<file path="src/rtl/dram_axi_port.sv">
// dram_axi_port: single-beat AXI4 master bridging the core DRAM port to MIG, with a posted-write queue.
// Defining DRAM_LINEBUF_EN adds a one-line read buffer with write-through merge.
module dram_axi_port #(
  parameter int ADDR_W     = 32,
  parameter int DATA_W     = 32,
  parameter int AXI_DATA_W = 128,
  parameter int WQ_DEPTH   = 4
) (
  input  logic                    clk,
  input  logic                    rst,
  input  logic                    dram_oe,
  input  logic [ADDR_W-1:0]       dram_addr,
  input  logic [DATA_W-1:0]       dram_wdata,
  input  logic [DATA_W/8-1:0]     dram_we,
  output logic [DATA_W-1:0]       dram_rdata,
  output logic                    dram_valid,
  output logic                    dram_busy,
  output logic                    axi_err,
  output logic [ADDR_W-1:0]       m_axi_araddr,
  output logic                    m_axi_arvalid,
  input  logic                    m_axi_arready,
  output logic [7:0]              m_axi_arlen,
  output logic [2:0]              m_axi_arsize,
  output logic [1:0]              m_axi_arburst,
  output logic [ADDR_W-1:0]       m_axi_awaddr,
  output logic                    m_axi_awvalid,
  input  logic                    m_axi_awready,
  output logic [7:0]              m_axi_awlen,
  output logic [2:0]              m_axi_awsize,
  output logic [1:0]              m_axi_awburst,
  output logic [AXI_DATA_W-1:0]   m_axi_wdata,
  output logic [AXI_DATA_W/8-1:0] m_axi_wstrb,
  output logic                    m_axi_wvalid,
  output logic                    m_axi_wlast,
  input  logic                    m_axi_wready,
  input  logic [AXI_DATA_W-1:0]   m_axi_rdata,
  input  logic [1:0]              m_axi_rresp,
  input  logic                    m_axi_rvalid,
  output logic                    m_axi_rready,
  input  logic [1:0]              m_axi_bresp,
  input  logic                    m_axi_bvalid,
  output logic                    m_axi_bready
);
  localparam int AB  = AXI_DATA_W / 8;
  localparam int DB  = DATA_W / 8;
  localparam int LAB = $clog2(AB);
  localparam int LDB = $clog2(DB);
  localparam int QW  = $clog2(WQ_DEPTH);

  typedef enum logic [1:0] {W_IDLE, W_SEND, W_RESP} wstate_t;
  typedef enum logic [1:0] {R_IDLE, R_DRAIN, R_AR, R_R} rstate_t;

  function automatic logic [DATA_W-1:0] pick(input logic [AXI_DATA_W-1:0] d,
                                             input logic [LAB-1:0] ln, input logic [LDB-1:0] of);
    logic [DATA_W-1:0] w;
    w = DATA_W'(d >> (DATA_W * ln));
    return w >> (8 * of);
  endfunction

  logic [LAB-1:0]        lo, lane;
  logic [LDB-1:0]        off;
  logic [ADDR_W-1:0]     base;
  logic [DATA_W-1:0]     wd_sh;
  logic [DB-1:0]         we_sh;
  logic [AXI_DATA_W-1:0] wdata_e;
  logic [AB-1:0]         wstrb_e;
  logic                  accept, push, pop, rd_acc, full, empty, lb_hit;
  logic [AXI_DATA_W-1:0] lb_rd;

  assign lo      = dram_addr[LAB-1:0];
  assign off     = lo[LDB-1:0];
  assign lane    = lo >> LDB;
  assign base    = {dram_addr[ADDR_W-1:LAB], {LAB{1'b0}}};
  assign wd_sh   = dram_wdata << (8 * off);
  assign we_sh   = dram_we << off;
  assign wdata_e = AXI_DATA_W'(wd_sh) << (DATA_W * lane);
  assign wstrb_e = AB'(we_sh) << (DB * lane);

  logic [ADDR_W-1:0]     q_addr [WQ_DEPTH];
  logic [AXI_DATA_W-1:0] q_data [WQ_DEPTH];
  logic [AB-1:0]         q_strb [WQ_DEPTH];
  logic [QW-1:0]         wp_q, rp_q;
  logic [QW:0]           cnt_q;

  wstate_t wst_q, wst_d;
  rstate_t rs_q, rs_d;
  logic aw_done_q, aw_done_d, w_done_q, w_done_d, err_q, err_d, dram_valid_q, dram_valid_d;
  logic [DATA_W-1:0] dram_rdata_q, dram_rdata_d;
  logic [ADDR_W-1:0] ra_q;
  logic [LAB-1:0]    rlane_q;
  logic [LDB-1:0]    roff_q;

  assign full      = cnt_q == (QW+1)'(WQ_DEPTH);
  assign empty     = cnt_q == '0;
  assign dram_busy = full | (rs_q != R_IDLE);
  assign accept    = dram_oe & ~dram_busy;
  assign push      = accept & (|dram_we);
  assign rd_acc    = accept & ~(|dram_we);
  assign pop       = (wst_q == W_RESP) & m_axi_bvalid;
  assign err_d     = err_q | (m_axi_rvalid & (|m_axi_rresp)) | (m_axi_bvalid & (|m_axi_bresp));

  always_comb begin
    wst_d     = wst_q;
    aw_done_d = aw_done_q;
    w_done_d  = w_done_q;
    case (wst_q)
      W_IDLE: if (!empty) begin
        wst_d     = W_SEND;
        aw_done_d = 1'b0;
        w_done_d  = 1'b0;
      end
      W_SEND: begin
        aw_done_d = aw_done_q | (m_axi_awvalid & m_axi_awready);
        w_done_d  = w_done_q | (m_axi_wvalid & m_axi_wready);
        wst_d     = (aw_done_d & w_done_d) ? W_RESP : W_SEND;
      end
      W_RESP: wst_d = m_axi_bvalid ? W_IDLE : W_RESP;
      default: wst_d = W_IDLE;
    endcase
  end

  // Reads wait in R_DRAIN until every posted write has its response, keeping RAW order.
  always_comb begin
    rs_d         = rs_q;
    dram_rdata_d = dram_rdata_q;
    dram_valid_d = 1'b0;
    case (rs_q)
      R_IDLE:  rs_d = (rd_acc & ~lb_hit) ? R_DRAIN : R_IDLE;
      R_DRAIN: rs_d = (empty & (wst_q == W_IDLE)) ? R_AR : R_DRAIN;
      R_AR:    rs_d = m_axi_arready ? R_R : R_AR;
      R_R: if (m_axi_rvalid) begin
        rs_d         = R_IDLE;
        dram_rdata_d = pick(m_axi_rdata, rlane_q, roff_q);
        dram_valid_d = 1'b1;
      end
      default: rs_d = R_IDLE;
    endcase
    if (rd_acc & lb_hit) begin
      dram_rdata_d = pick(lb_rd, lane, off);
      dram_valid_d = 1'b1;
    end
  end

  always_ff @(posedge clk or posedge rst) begin
    if (rst) begin
      wst_q        <= W_IDLE;
      rs_q         <= R_IDLE;
      aw_done_q    <= 1'b0;
      w_done_q     <= 1'b0;
      wp_q         <= '0;
      rp_q         <= '0;
      cnt_q        <= '0;
      err_q        <= 1'b0;
      dram_rdata_q <= '0;
      dram_valid_q <= 1'b0;
      ra_q         <= '0;
      rlane_q      <= '0;
      roff_q       <= '0;
    end else begin
      wst_q        <= wst_d;
      rs_q         <= rs_d;
      aw_done_q    <= aw_done_d;
      w_done_q     <= w_done_d;
      wp_q         <= wp_q + QW'(push);
      rp_q         <= rp_q + QW'(pop);
      cnt_q        <= cnt_q + (QW+1)'(push) - (QW+1)'(pop);
      err_q        <= err_d;
      dram_rdata_q <= dram_rdata_d;
      dram_valid_q <= dram_valid_d;
      if (rd_acc) begin
        ra_q    <= base;
        rlane_q <= lane;
        roff_q  <= off;
      end
    end
  end

  always_ff @(posedge clk) begin
    if (push) begin
      q_addr[wp_q] <= base;
      q_data[wp_q] <= wdata_e;
      q_strb[wp_q] <= wstrb_e;
    end
  end

`ifdef DRAM_LINEBUF_EN
  logic                    lb_v_q;
  logic [ADDR_W-LAB-1:0]   lb_tag_q;
  logic [AXI_DATA_W-1:0]   lb_data_q;
  logic                    lb_wt;
  assign lb_hit = lb_v_q & (lb_tag_q == dram_addr[ADDR_W-1:LAB]) & empty;
  assign lb_rd  = lb_data_q;
  assign lb_wt  = push & lb_v_q & (lb_tag_q == dram_addr[ADDR_W-1:LAB]);
  always_ff @(posedge clk or posedge rst) begin
    if (rst) lb_v_q <= 1'b0;
    else if (err_d & ~err_q) lb_v_q <= 1'b0;
    else if (m_axi_rvalid & (rs_q == R_R)) lb_v_q <= 1'b1;
  end
  always_ff @(posedge clk) begin
    if (m_axi_rvalid & (rs_q == R_R)) begin
      lb_tag_q  <= ra_q[ADDR_W-1:LAB];
      lb_data_q <= m_axi_rdata;
    end else if (lb_wt) begin
      for (int i = 0; i < AB; i++)
        if (wstrb_e[i]) lb_data_q[8*i +: 8] <= wdata_e[8*i +: 8];
    end
  end
`else
  assign lb_hit = 1'b0;
  assign lb_rd  = '0;
`endif

  assign dram_rdata    = dram_rdata_q;
  assign dram_valid    = dram_valid_q;
  assign axi_err       = err_q;
  assign m_axi_araddr  = ra_q;
  assign m_axi_arvalid = rs_q == R_AR;
  assign m_axi_arlen   = 8'd0;
  assign m_axi_arsize  = 3'(LAB);
  assign m_axi_arburst = 2'b01;
  assign m_axi_awaddr  = q_addr[rp_q];
  assign m_axi_awvalid = (wst_q == W_SEND) & ~aw_done_q;
  assign m_axi_awlen   = 8'd0;
  assign m_axi_awsize  = 3'(LAB);
  assign m_axi_awburst = 2'b01;
  assign m_axi_wdata   = q_data[rp_q];
  assign m_axi_wstrb   = q_strb[rp_q];
  assign m_axi_wvalid  = (wst_q == W_SEND) & ~w_done_q;
  assign m_axi_wlast   = 1'b1;
  assign m_axi_rready  = 1'b1;
  assign m_axi_bready  = 1'b1;
endmodule
</file>
<file path="config.mk">
export PLATFORM = sky130hd
export DESIGN_NAME = dram_axi_port
export DESIGN_NICKNAME = d
export VERILOG_FILES = /design/src/rtl/dram_axi_port.sv
export SDC_FILE = /design/constraint.sdc
export NUM_CORES = 1
export LEC_CHECK = 0
export CORE_MARGIN = 2
export CORE_UTILIZATION = 30
export DETAILED_ROUTE_END_ITERATION = 7
export PLACE_DENSITY = 0.48
export SLEW_MARGIN = 30
export SYNTH_ARGS = -nofsm -noshare
export SYNTH_HDL_FRONTEND = slang
export SYNTH_SLANG_ARGS = --single-unit
</file>
<file path="constraint.sdc">
create_clock -name clk -period 13.6 [get_ports clk]
set_input_delay 2.04 -clock clk [delete_from_list [all_inputs] [get_ports clk]]
set_output_delay 2.04 -clock clk [all_outputs]
set_load 0.01 [all_outputs]
</file>
==> results of run 1 <==
==> final timing paths <==
path | start | end | cells after the start
max | rp_q[0] | m_axi_wdata[32] | 3
min | dram_rdata[26] | dram_rdata[26] | 2
max reg2reg | register | q_data[3][122] | 5
min reg2reg | dram_rdata[26] | dram_rdata[26] | 2
max in group asynchronous | rst | rp_q[1] | 3
min in group asynchronous | rst | m_axi_araddr[13] | 2
==> synthesized netlist by cell type (all sizes together), types with 7 or more instances <==
cell	count
a21oi	24
a22o	8
a2bb2oi	7
a311o	7
and2	36
buf	79
clkbuf	45
dfrtp	79
edfxtp	688
mux2	45
mux2i	69
mux4	197
nand2	51
nand2b	13
nor2	133
nor2b	11
o21ai	27
==> worst reg2reg max path, stage by stage, from the launching register on <==
cell	delay (ps)
dfrtp_1	430
nor2_1	220
and4b_1	380
and3_4	710
buf_12	470
buf_16	410
==> sequential cells by signal, indices dropped and copies added (netlist names), 3 cells and up, named ones only <==
register / count
q_data: 512
q_addr: 112
q_strb: 64
dram_rdata: 32
m_axi_araddr: 28
cnt_q: 3
==> layout make-up <==
cell class	instances	area, um2	area share
Sequential cell	767	22600	0.568
Multi-Input combinational cell	705	7660	0.192
Timing Repair Buffer	488	4940	0.124
Clock buffer	108	2310	0.0579
Tap cell	1368	1710	0.0429
Clock inverter	47	577	0.0145
Inverter	7	27.5	0.000690
Antenna cell	1	2.50	0.0000628
==> power groups by stage <==
| stage | clock, mW | combinational [mW] | sequential [mW] |
|---|---|---|---|
| global route | 2.50 | 3.22 | 3.24 |
| global placement | 0 | 3.04 | 3.27 |
| floorplan | 0 | 1.56 | 3.27 |
| finish | 2.34 | 3.02 | 3.19 |
| detailed placement | 0 | 3.11 | 3.25 |
| CTS | 2.42 | 3.12 | 3.20 |
==> cells by family after synthesis <==
| logic type | Yosys count | share of synthesized area |
|---|---|---|
| compound gates | 81 | 0.0168 |
| xor+xnor | 4 | 0.00114 |
| fa+ha+maj | 5 | 0.00227 |
| buf+inv | 131 | 0.0231 |
| flops | 767 | 0.734 |
| mux | 311 | 0.183 |
| other cells | 2 | 0.000244 |
| simple gates | 267 | 0.0392 |
==> routing by layer <==
layer | global-route usage | part of all wire | vias to the layer above | routed length [um]
li1 | - | - | 7188 | -
met3 | 0.0377 | 0.060 | 93 | 5170
met4 | 0.0532 | 0.025 | 4 | 2150
met2 | 0.282 | 0.51 | 541 | 44000
met1 | 0.203 | 0.41 | 8532 | 35300
met5 | 0 | 0.00039 | - | 34
==> metrics by stage <==
stage,util,hold slack [ps],setup WS (ps),total power [mW],area [um2]
final,0.391,465,8070,8.55,39900
after global placement,0.361,453,7770,6.32,36800
after global routing,0.391,498,7740,8.96,39900
after detailed placement,0.363,457,8060,6.36,37000
after CTS,0.391,470,7840,8.74,39800
after floorplan,-,459,3260,4.84,31000
==> summary.md, run 1 <==
| Metric | Value |
|---|---|
| Outcome | `finished, final reports clean` |
| TritonRoute pass-1 iters | `4` |
| Final hold viol count | `0` |
| DRC | `0` |
| Pwr dens | `214 mW/mm2` |
| Number of global-route vias before repair | `17600` |
| TritonCTS buffer count | `87` |
| Seq cells post-synth | `767` |
| CTS sink count | `767` |
| Crit path max-delay family | `buffers and inverters` |
| Syn_area_per_cell | `19.7 um2` |
| Flop2flop setup slack | `10400 ps` |
| Layout fillers | `9434` |
| Internal power | `5.96 mW` |
| Flop pwr share | `0.374` |
| Via count | `16400` |
| Top cells by area, synth | `edfxtp_1 67%, mux4_2 14%, dfrtp_1 6.4%` |
| Critical path type | `register to primary output` |
| Post-synth EDFFs | `688` |
| Setup crit start kind | `register` |
| Sw frac | `0.303` |
| Seq/Total Area, Yosys | `0.734` |
| I/O pin count | `483` |
| Total Routing Usage GR | `0.164` |
| Top_reg_cell synth | `edfxtp_1` |
| Synth warnings | `0` |
| Slew HR | `0.327` |
| Total wire length | `86.7 mm` |
| Fin. max-slew vios | `0` |
| Core area | `0.102 mm2` |
| Min Tclk post-route | `5530 ps` |
| Max cap viols | `0` |
| WP data arrival | `3490 ps` |
| Total grt overflow | `0` |
| Final period util | `0.407` |
| Ys async rst share | `0.103` |
| Total Die Area | `0.105 mm2` |
| Synth-to-Final Area Change | `29.4%` |
| Initial antenna violation count | `8` |
| Largest net degree at the start of global routing | `133` |
| Clock buffer depth | `3` |
| Clk_skew | `21.9 ps` |
| Port bufs | `445` |
| Critical path's slowest cell | `dfrtp_4` |
| Rows | `117` |
| H-tree depth | `3` |
| Clk pwr share | `0.274` |
| Clock Latency Late Sink | `660 ps` |
| Max Freq | `181 MHz` |
| Post-synth top area share | `0.670` |
| Die width | `325 um` |
| Clock Tree Root | `clkbuf_16` |
| Initial Utilization | `0.303` |
| Critical path cell sequence | `buf_6 -> mux4_2 -> clkdlybuf4s50_1` |
| Hold crit path type | `register to register` |
| CP Max Fanout | `50` |
| Pleak | `13.4 nW` |
| Most frequent cells in the layout | `688 x edfxtp_1, 443 x clkdlybuf4s50_1, 197 x mux4_2` |
| Setup crit end kind | `primary output` |
| Routed Antenna Nets | `0` |
| VDD IR max | `121 uV` |
| Post_cts resized | `0` |
| Setup Fix Bufs, Post-CTS | `0` |
| Crit-path max cell delay | `910 ps` |
| Combinational share of power | `0.353` |
| Global-route wire length before repair | `125 mm` |
| DP HPWL | `57.4 mm` |
| RSZ-0062 raised after global routing | `no` |
| Routed len/inst | `24.8 um` |
| CP Buf/Inv Count | `2` |
| Layout cells sized above 1 | `0.194` |
| Syn Std Cell Area | `0.0308 mm2` |
| DRT iter0 DRCs | `1011` |
| Sum Neg Setup Slack | `0 ps` |
| Post-CTS Hold Fix Bufs | `0` |
| Final cell count without fillers | `3491` |
| Clk pin slew, worst setup/hold paths | `60 ps` |
| Yosys cell types | `46` |
| Setup Viol. Count Final | `0` |
| Die height | `325 um` |
| Switching pwr | `2.59 mW` |
| Synth area leader | `edfxtp_1` |
| Post-DR vias/cell | `4.69` |
| CTS tree | `built` |
| Cells after DPL | `3334` |
| Nets | `2269` |
| Actual slew at the worst max-slew pin | `1010 ps` |
| Commonest non-fill, non-tap cell in the layout | `edfxtp_1` |
| GPL Wtd Cong | `0.809` |
| Worst EP required | `11560 ps` |
| Synth Instances | `1568` |
No activity file was read; power rests on OpenSTA's default activity.
==> inputs of run 2 (changes only) <==
--- a/config.mk
+++ b/config.mk
@@ -8,7 +8,7 @@
 export CORE_MARGIN = 2
 export CORE_UTILIZATION = 30
 export DETAILED_ROUTE_END_ITERATION = 7
-export PLACE_DENSITY = 0.48
+export PLACE_DENSITY = 0.47
 export SLEW_MARGIN = 30
 export SYNTH_ARGS = -nofsm -noshare
 export SYNTH_HDL_FRONTEND = slang
==> constraint.sdc (replaced) <==
create_clock -name clk -period 5.7 [get_ports clk]
set_input_delay 0.855 -clock clk [delete_from_list [all_inputs] [get_ports clk]]
set_output_delay 0.855 -clock clk [all_outputs]
set_load 0.01 [all_outputs]
==> run 2 against run 1 <==
  * Non-clock buffer count increased by 1
  * Combinational power rose by 140%
  * Clock skew increased by 10 ps
  * Die area unchanged
  * Sequential cell count is the same
  * Sequential share of layout area grew 0.22 points
  * Sequential power increased by 140%
  * Critical path type unchanged
  * Largest cell class unchanged
  * Largest power group unchanged
  * Highest routed layer unchanged
==> summary.md, run 2 (synthesis gave the netlist of run 1 again) <==
| Metric | Value |
|---|---|
| CP Buf/Inv Count | `2` |
| Min Tclk post-route | `4210 ps` |
| Worst Min Path Start | `dram_rdata[25]` |
| Setup Fix Bufs, Post-CTS | `0` |
| GPL Wtd Cong | `0.865` |
| Most frequent cells in the layout | `688 x edfxtp_1, 443 x clkdlybuf4s50_1, 197 x mux4_2` |
| Flop pwr share | `0.380` |
| DP HPWL | `60.1 mm` |
| Largest net degree at the start of global routing | `134` |
| Pre-CTS setup slack | `1460 ps` |
| Pwr dens | `511 mW/mm2` |
| Clk pin slew, worst setup/hold paths | `60 ps` |
| Clock buffer depth | `3` |
| Final period util | `0.738` |
| Hold endpoint | `dram_rdata[25]` |
| Core area | `0.102 mm2` |
| End of the worst register-to-register path | `q_data[2][55]` |
| Total Die Area | `0.105 mm2` |
| H-tree depth | `3` |
| Via count | `16500` |
| Max FFs per register | `512` |
| TritonRoute pass-1 iters | `5` |
| Outcome | `finished, final reports clean` |
| CTS sink count | `767` |
| WP data arrival | `3350 ps` |
| Total grt overflow | `0` |
| Total power | `20.3 mW` |
| Crit-path max cell delay | `970 ps` |
| Max Freq | `238 MHz` |
| Total Routing Usage GR | `0.168` |
| RSZ-0062 raised after global routing | `no` |
| DRC | `0` |
| Layout fillers | `9378` |
| Combinational share of power | `0.355` |
| Pleak | `13.4 nW` |
| VDD IR max | `228 uV` |
| Layout cells sized above 1 | `0.196` |
| Critical path's slowest cell | `dfrtp_4` |
| Global-route wire length before repair | `127 mm` |
| CP Max Fanout | `33` |
| Total wire length | `89.9 mm` |
| Port bufs | `445` |
| Commonest non-fill, non-tap cell in the layout | `edfxtp_1` |
| Sw frac | `0.313` |
| Placed inst area | `0.0369 mm2` |
| TritonCTS buffer count | `86` |
| Worst EP required | `4850 ps` |
| Setup Viol. Count Final | `0` |
| Critical path cell sequence | `buf_4 -> mux4_2 -> clkdlybuf4s50_1` |
| Post-DR vias/cell | `4.73` |
| Slew HR | `0.328` |
| Setup crit start kind | `register` |
| Critical path type | `register to primary output` |
| Clock Tree Root | `clkbuf_16` |
| Initial antenna violation count | `6` |
| Post_cts resized | `0` |
| Clk pwr share | `0.266` |
| Setup crit end kind | `primary output` |
| Die height | `325 um` |
| Reg2reg path depth | `4` |
| Number of global-route vias before repair | `17600` |
| DRT iter0 DRCs | `1112` |
| Crit path max-delay family | `buffers and inverters` |
| Hold crit path type | `register to register` |
| Hold Crit Depth | `2` |
| Clk_skew | `32.0 ps` |
| Clock Latency Late Sink | `650 ps` |
| Internal power | `14.0 mW` |
| Top flop regs | `q_data (512), q_addr (112), q_strb (64)` |
| Nets | `2269` |
| I/O pin count | `483` |
| Initial Utilization | `0.303` |
| Rows | `117` |
| Post-CTS Hold Fix Bufs | `0` |
| Final worst slack | `1490 ps` |
| Synth-to-Final Area Change | `28.9%` |
| Actual slew at the worst max-slew pin | `1010 ps` |
| Routed Antenna Nets | `0` |
| Final hold viol count | `0` |
| Final instance area | `0.0397 mm2` |
| Die width | `325 um` |
| Flop2flop setup slack | `2570 ps` |
| Routed len/inst | `25.7 um` |
| Switching pwr | `6.35 mW` |
| Fin. max-slew vios | `0` |
| CTS tree | `built` |
| Max cap viols | `0` |
| Largest Register | `q_data` |
## run 2: cell count changes in the layout (fill, tap and decap cells not counted), sizes merged
cell / before / now
clkbuf: 108 / 105
buf: 45 / 46
clkinv: 36 / 42
inv: 8 / 10
bufinv: 10 / 5
clkinvlp: 0 / 3
## run 2: power groups by stage
stage	clock network (mW)	logic, mW	registers (mW)
2_1_floorplan	0	3.74	7.71
3_3_place_gp	0	7.44	7.79
3_5_place_dp	0	7.42	7.84
4_1_cts	5.57	7.44	7.74
5_1_grt	5.79	7.68	7.82
6_report	5.40	7.20	7.71
## run 2: area by class of cell
type | instances | area, um2 | area share
Clock inverter | 53 | 507 | 0.0128
Antenna cell | 1 | 2.50 | 0.0000630
Sequential cell | 767 | 22600 | 0.570
Inverter | 7 | 28.8 | 0.000725
Clock buffer | 105 | 2270 | 0.0572
Tap cell | 1368 | 1710 | 0.0431
Multi-Input combinational cell | 705 | 7660 | 0.193
Timing Repair Buffer | 489 | 4890 | 0.123
## run 2: how the worst max path moves through the flow
stage / from / end / slack [ps] / cells past startpoint
after CTS: rp_q[0] / m_axi_wdata[15] / 1340 / 3
after floorplan: dram_we[3] / q_addr[0][0] / -310 / 3
after global placement: dram_we[0] / q_data[2][31] / 1430 / 5
final: rp_q[0] / m_axi_wdata[15] / 1490 / 3
after global routing: rp_q[0] / m_axi_wdata[15] / 1250 / 3
after detailed placement: dram_we[0] / q_data[2][120] / 1460 / 5
## run 2: through the flow
step | instances | setup TNS [ps] | utilization | hold WS [ps]
2_1_floorplan | 1603 | -52670 | - | 459
3_3_place_gp | 3336 | 0 | 0.362 | 465
3_5_place_dp | 3336 | 0 | 0.362 | 468
4_1_cts | 3494 | 0 | 0.390 | 489
5_1_grt | 3494 | 0 | 0.390 | 498
6_report | 3495 | 0 | 0.390 | 481
## run 2: worst reg2reg max path, cell delays in order (launching register included)
cell and delay [ps]:
dfrtp_1 450, nor2_1 270, and4b_2 350, and3b_4 740, buf_12 680
## run 2: routing by layer
metal / vias up / part of all wire / GRT usage
li1: 7200 / - / -
met1: 8637 / 0.41 / 0.213
met2: 582 / 0.50 / 0.285
met3: 104 / 0.063 / 0.0404
met4: 2 / 0.025 / 0.0523
met5: - / 0.00012 / 0
==> inputs of run 3 (changes only) <==
--- a/config.mk
+++ b/config.mk
@@ -8,7 +8,7 @@
 export CORE_MARGIN = 2
 export CORE_UTILIZATION = 30
 export DETAILED_ROUTE_END_ITERATION = 7
-export PLACE_DENSITY = 0.47
+export PLACE_DENSITY = 0.48
 export SLEW_MARGIN = 30
 export SYNTH_ARGS = -nofsm -noshare
 export SYNTH_HDL_FRONTEND = slang
==> constraint.sdc (replaced) <==
create_clock -name clk -period 3.6 [get_ports clk]
set_input_delay 0.54 -clock clk [delete_from_list [all_inputs] [get_ports clk]]
set_output_delay 0.54 -clock clk [all_outputs]
set_load 0.01 [all_outputs]
==> run 3 against run 2 <==
  * Routed wire length barely moved
  * Register-to-register slack lost 1500 ps
  * Via count grew 0.72%
  * Critical path type unchanged
  * Non-clock buffer count grew 35
  * Sequential cell count unchanged
  * Critical path depth stayed put
  * Critical endpoint is now m_axi_wdata[106]
  * Cell count up 0.77%
  * Combinational power grew 63%
  * Final area increased by 0.60%
  * Core utilization rose by 0.24 points
  * Sequential share of layout area is 0.34 points lower
  * Clock power rose by 50%
==> summary.md, run 3 (synthesis gave the netlist of run 1 again) <==
| Metric | Value |
|---|---|
| Port bufs | `445` |
| Final period util | `0.945` |
| Clk pwr share | `0.253` |
| GPL Wtd Cong | `0.829` |
| Final core occ | `0.392` |
| Setup crit start kind | `register` |
| Max Freq | `294 MHz` |
| Commonest non-fill, non-tap cell in the layout | `edfxtp_1` |
| Largest Register | `q_data` |
| Core area | `0.102 mm2` |
| Clk pin slew, worst setup/hold paths | `60 ps` |
| DP HPWL | `62.4 mm` |
| Sw frac | `0.309` |
| Number of global-route vias before repair | `17900` |
| Internal power | `22.1 mW` |
| Routed Antenna Nets | `0` |
| Top flop regs | `q_data (512), q_addr (112), q_strb (64)` |
| Min Tclk post-route | `3400 ps` |
| Total Routing Usage GR | `0.169` |
| Reg2reg path depth | `4` |
| Via count | `16600` |
| Initial Utilization | `0.303` |
| Switching pwr | `9.91 mW` |
| Sum Neg Setup Slack | `0 ps` |
| DRC | `0` |
| Layout cells sized above 1 | `0.203` |
| Outcome | `finished, final reports clean` |
| Combinational share of power | `0.366` |
| Total wire length | `89.9 mm` |
| Total grt overflow | `0` |
| Largest net degree at the start of global routing | `116` |
| Nets | `2302` |
| Placed inst area | `0.0373 mm2` |
| Pleak | `13.5 nW` |
| Pre-CTS setup slack | `335 ps` |
| Most frequent cells in the layout | `688 x edfxtp_1, 443 x clkdlybuf4s50_1, 197 x mux4_2` |
| Worst EP required | `3060 ps` |
| Min Hold Slack | `299 ps` |
| Setup Viol. Count Final | `0` |
| WP data arrival | `2860 ps` |
| RSZ-0062 raised after global routing | `no` |
| Global-route wire length before repair | `129 mm` |
| Max FFs per register | `512` |
| H-tree depth | `3` |
| Total Die Area | `0.105 mm2` |
| Total power | `32.0 mW` |
| Flop pwr share | `0.381` |
| Synth-to-Final Area Change | `29.6%` |
| DRT iter0 DRCs | `1230` |
| Rows | `117` |
| CTS tree | `built` |
| Final cell count without fillers | `3522` |
| Clk_skew | `19.1 ps` |
| Final hold viol count | `0` |
| Fin. max-slew vios | `0` |
| Die height | `325 um` |
| TritonCTS buffer count | `84` |
| Initial antenna violation count | `8` |
| Actual slew at the worst max-slew pin | `921 ps` |
| Pwr dens | `802 mW/mm2` |
| TritonRoute pass-1 iters | `5` |
| Final worst slack | `196 ps` |
| Final instance area | `0.0400 mm2` |
| Clock Latency Late Sink | `640 ps` |
| Setup crit end kind | `primary output` |
| I/O pin count | `483` |
| Die width | `325 um` |
| Cells after DPL | `3370` |
| Clock Tree Root | `clkbuf_16` |
| Hold crit path type | `input port to async pin` |
| Post-DR vias/cell | `4.73` |
| Routed len/inst | `25.5 um` |
| CP Max Fanout | `13` |
| Clock buffer depth | `3` |
| Worst setup path start | `rp_q[0]` |
| Max cap viols | `0` |
| Reg-to-reg startpoint | `cnt_q[2]` |
| CTS sink count | `767` |
| Slew HR | `0.386` |
| Critical path type | `register to primary output` |
| VDD IR max | `352 uV` |
==> run 3: cell count changes in the layout (fill, tap and decap cells not counted), moves of 5 or more <==
cell | previous run | this run
clkbuf_1 | 14 | 21
clkbuf_8 | 5 | 0
buf_12 | 9 | 20
buf_4 | 35 | 58
==> run 3: what timing repair did <==
| action | 4_1_cts | 5_1_grt |
|---|---|---|
| setup endpoints to repair | 8 | 0 |
| setup buffers | 1 | 0 |
| hold buffers | 0 | 0 |
| resized for setup | 0 | 0 |
| hold endpoints to repair | 0 | 0 |
==> run 3: power groups by stage <==
stage | sequential (mW) | combinational [mW] | clock [mW]
global placement | 12.4 | 12.0 | 0
finish | 12.2 | 11.7 | 8.11
CTS | 12.2 | 12.2 | 8.35
floorplan | 12.2 | 5.93 | 0
detailed placement | 12.4 | 12.0 | 0
global route | 12.4 | 12.5 | 8.71
==> run 3: path summary, 6_finish.rpt <==
path / slack (ps) / end
max: 200 / m_axi_wdata[106]
min reg2reg: 480 / dram_rdata[10]
min: 300 / m_axi_araddr[21]
max in group asynchronous: 2540 / rlane_q[0]
min in group clk: 480 / dram_rdata[10]
max reg2reg: 1080 / q_data[2][38]
==> run 3: layout make-up <==
type | count | area, um2
inverters | 7 | 27.5
clock inverters | 45 | 420
flip-flops and latches | 767 | 22600
fillers | 9429 | 61900
clock buffers | 105 | 2180
repair buffers | 524 | 5310
well taps | 1368 | 1710
diodes | 1 | 2.50
multi-input cells | 705 | 7660
==> run 3: routing by layer <==
layer	global-route usage	wire [um]	vias up
met1	0.210	36700	8725
met2	0.293	45700	589
met4	0.0410	1690	0
li1	-	-	7237
met3	0.0432	5840	93
met5	0	0	-
==> run 3: worst max-delay path, cell delays in order, from the launching register on <==
cell and delay, ps:
dfrtp_4 720, buf_4 390, mux4_2 600, clkdlybuf4s50_1 510
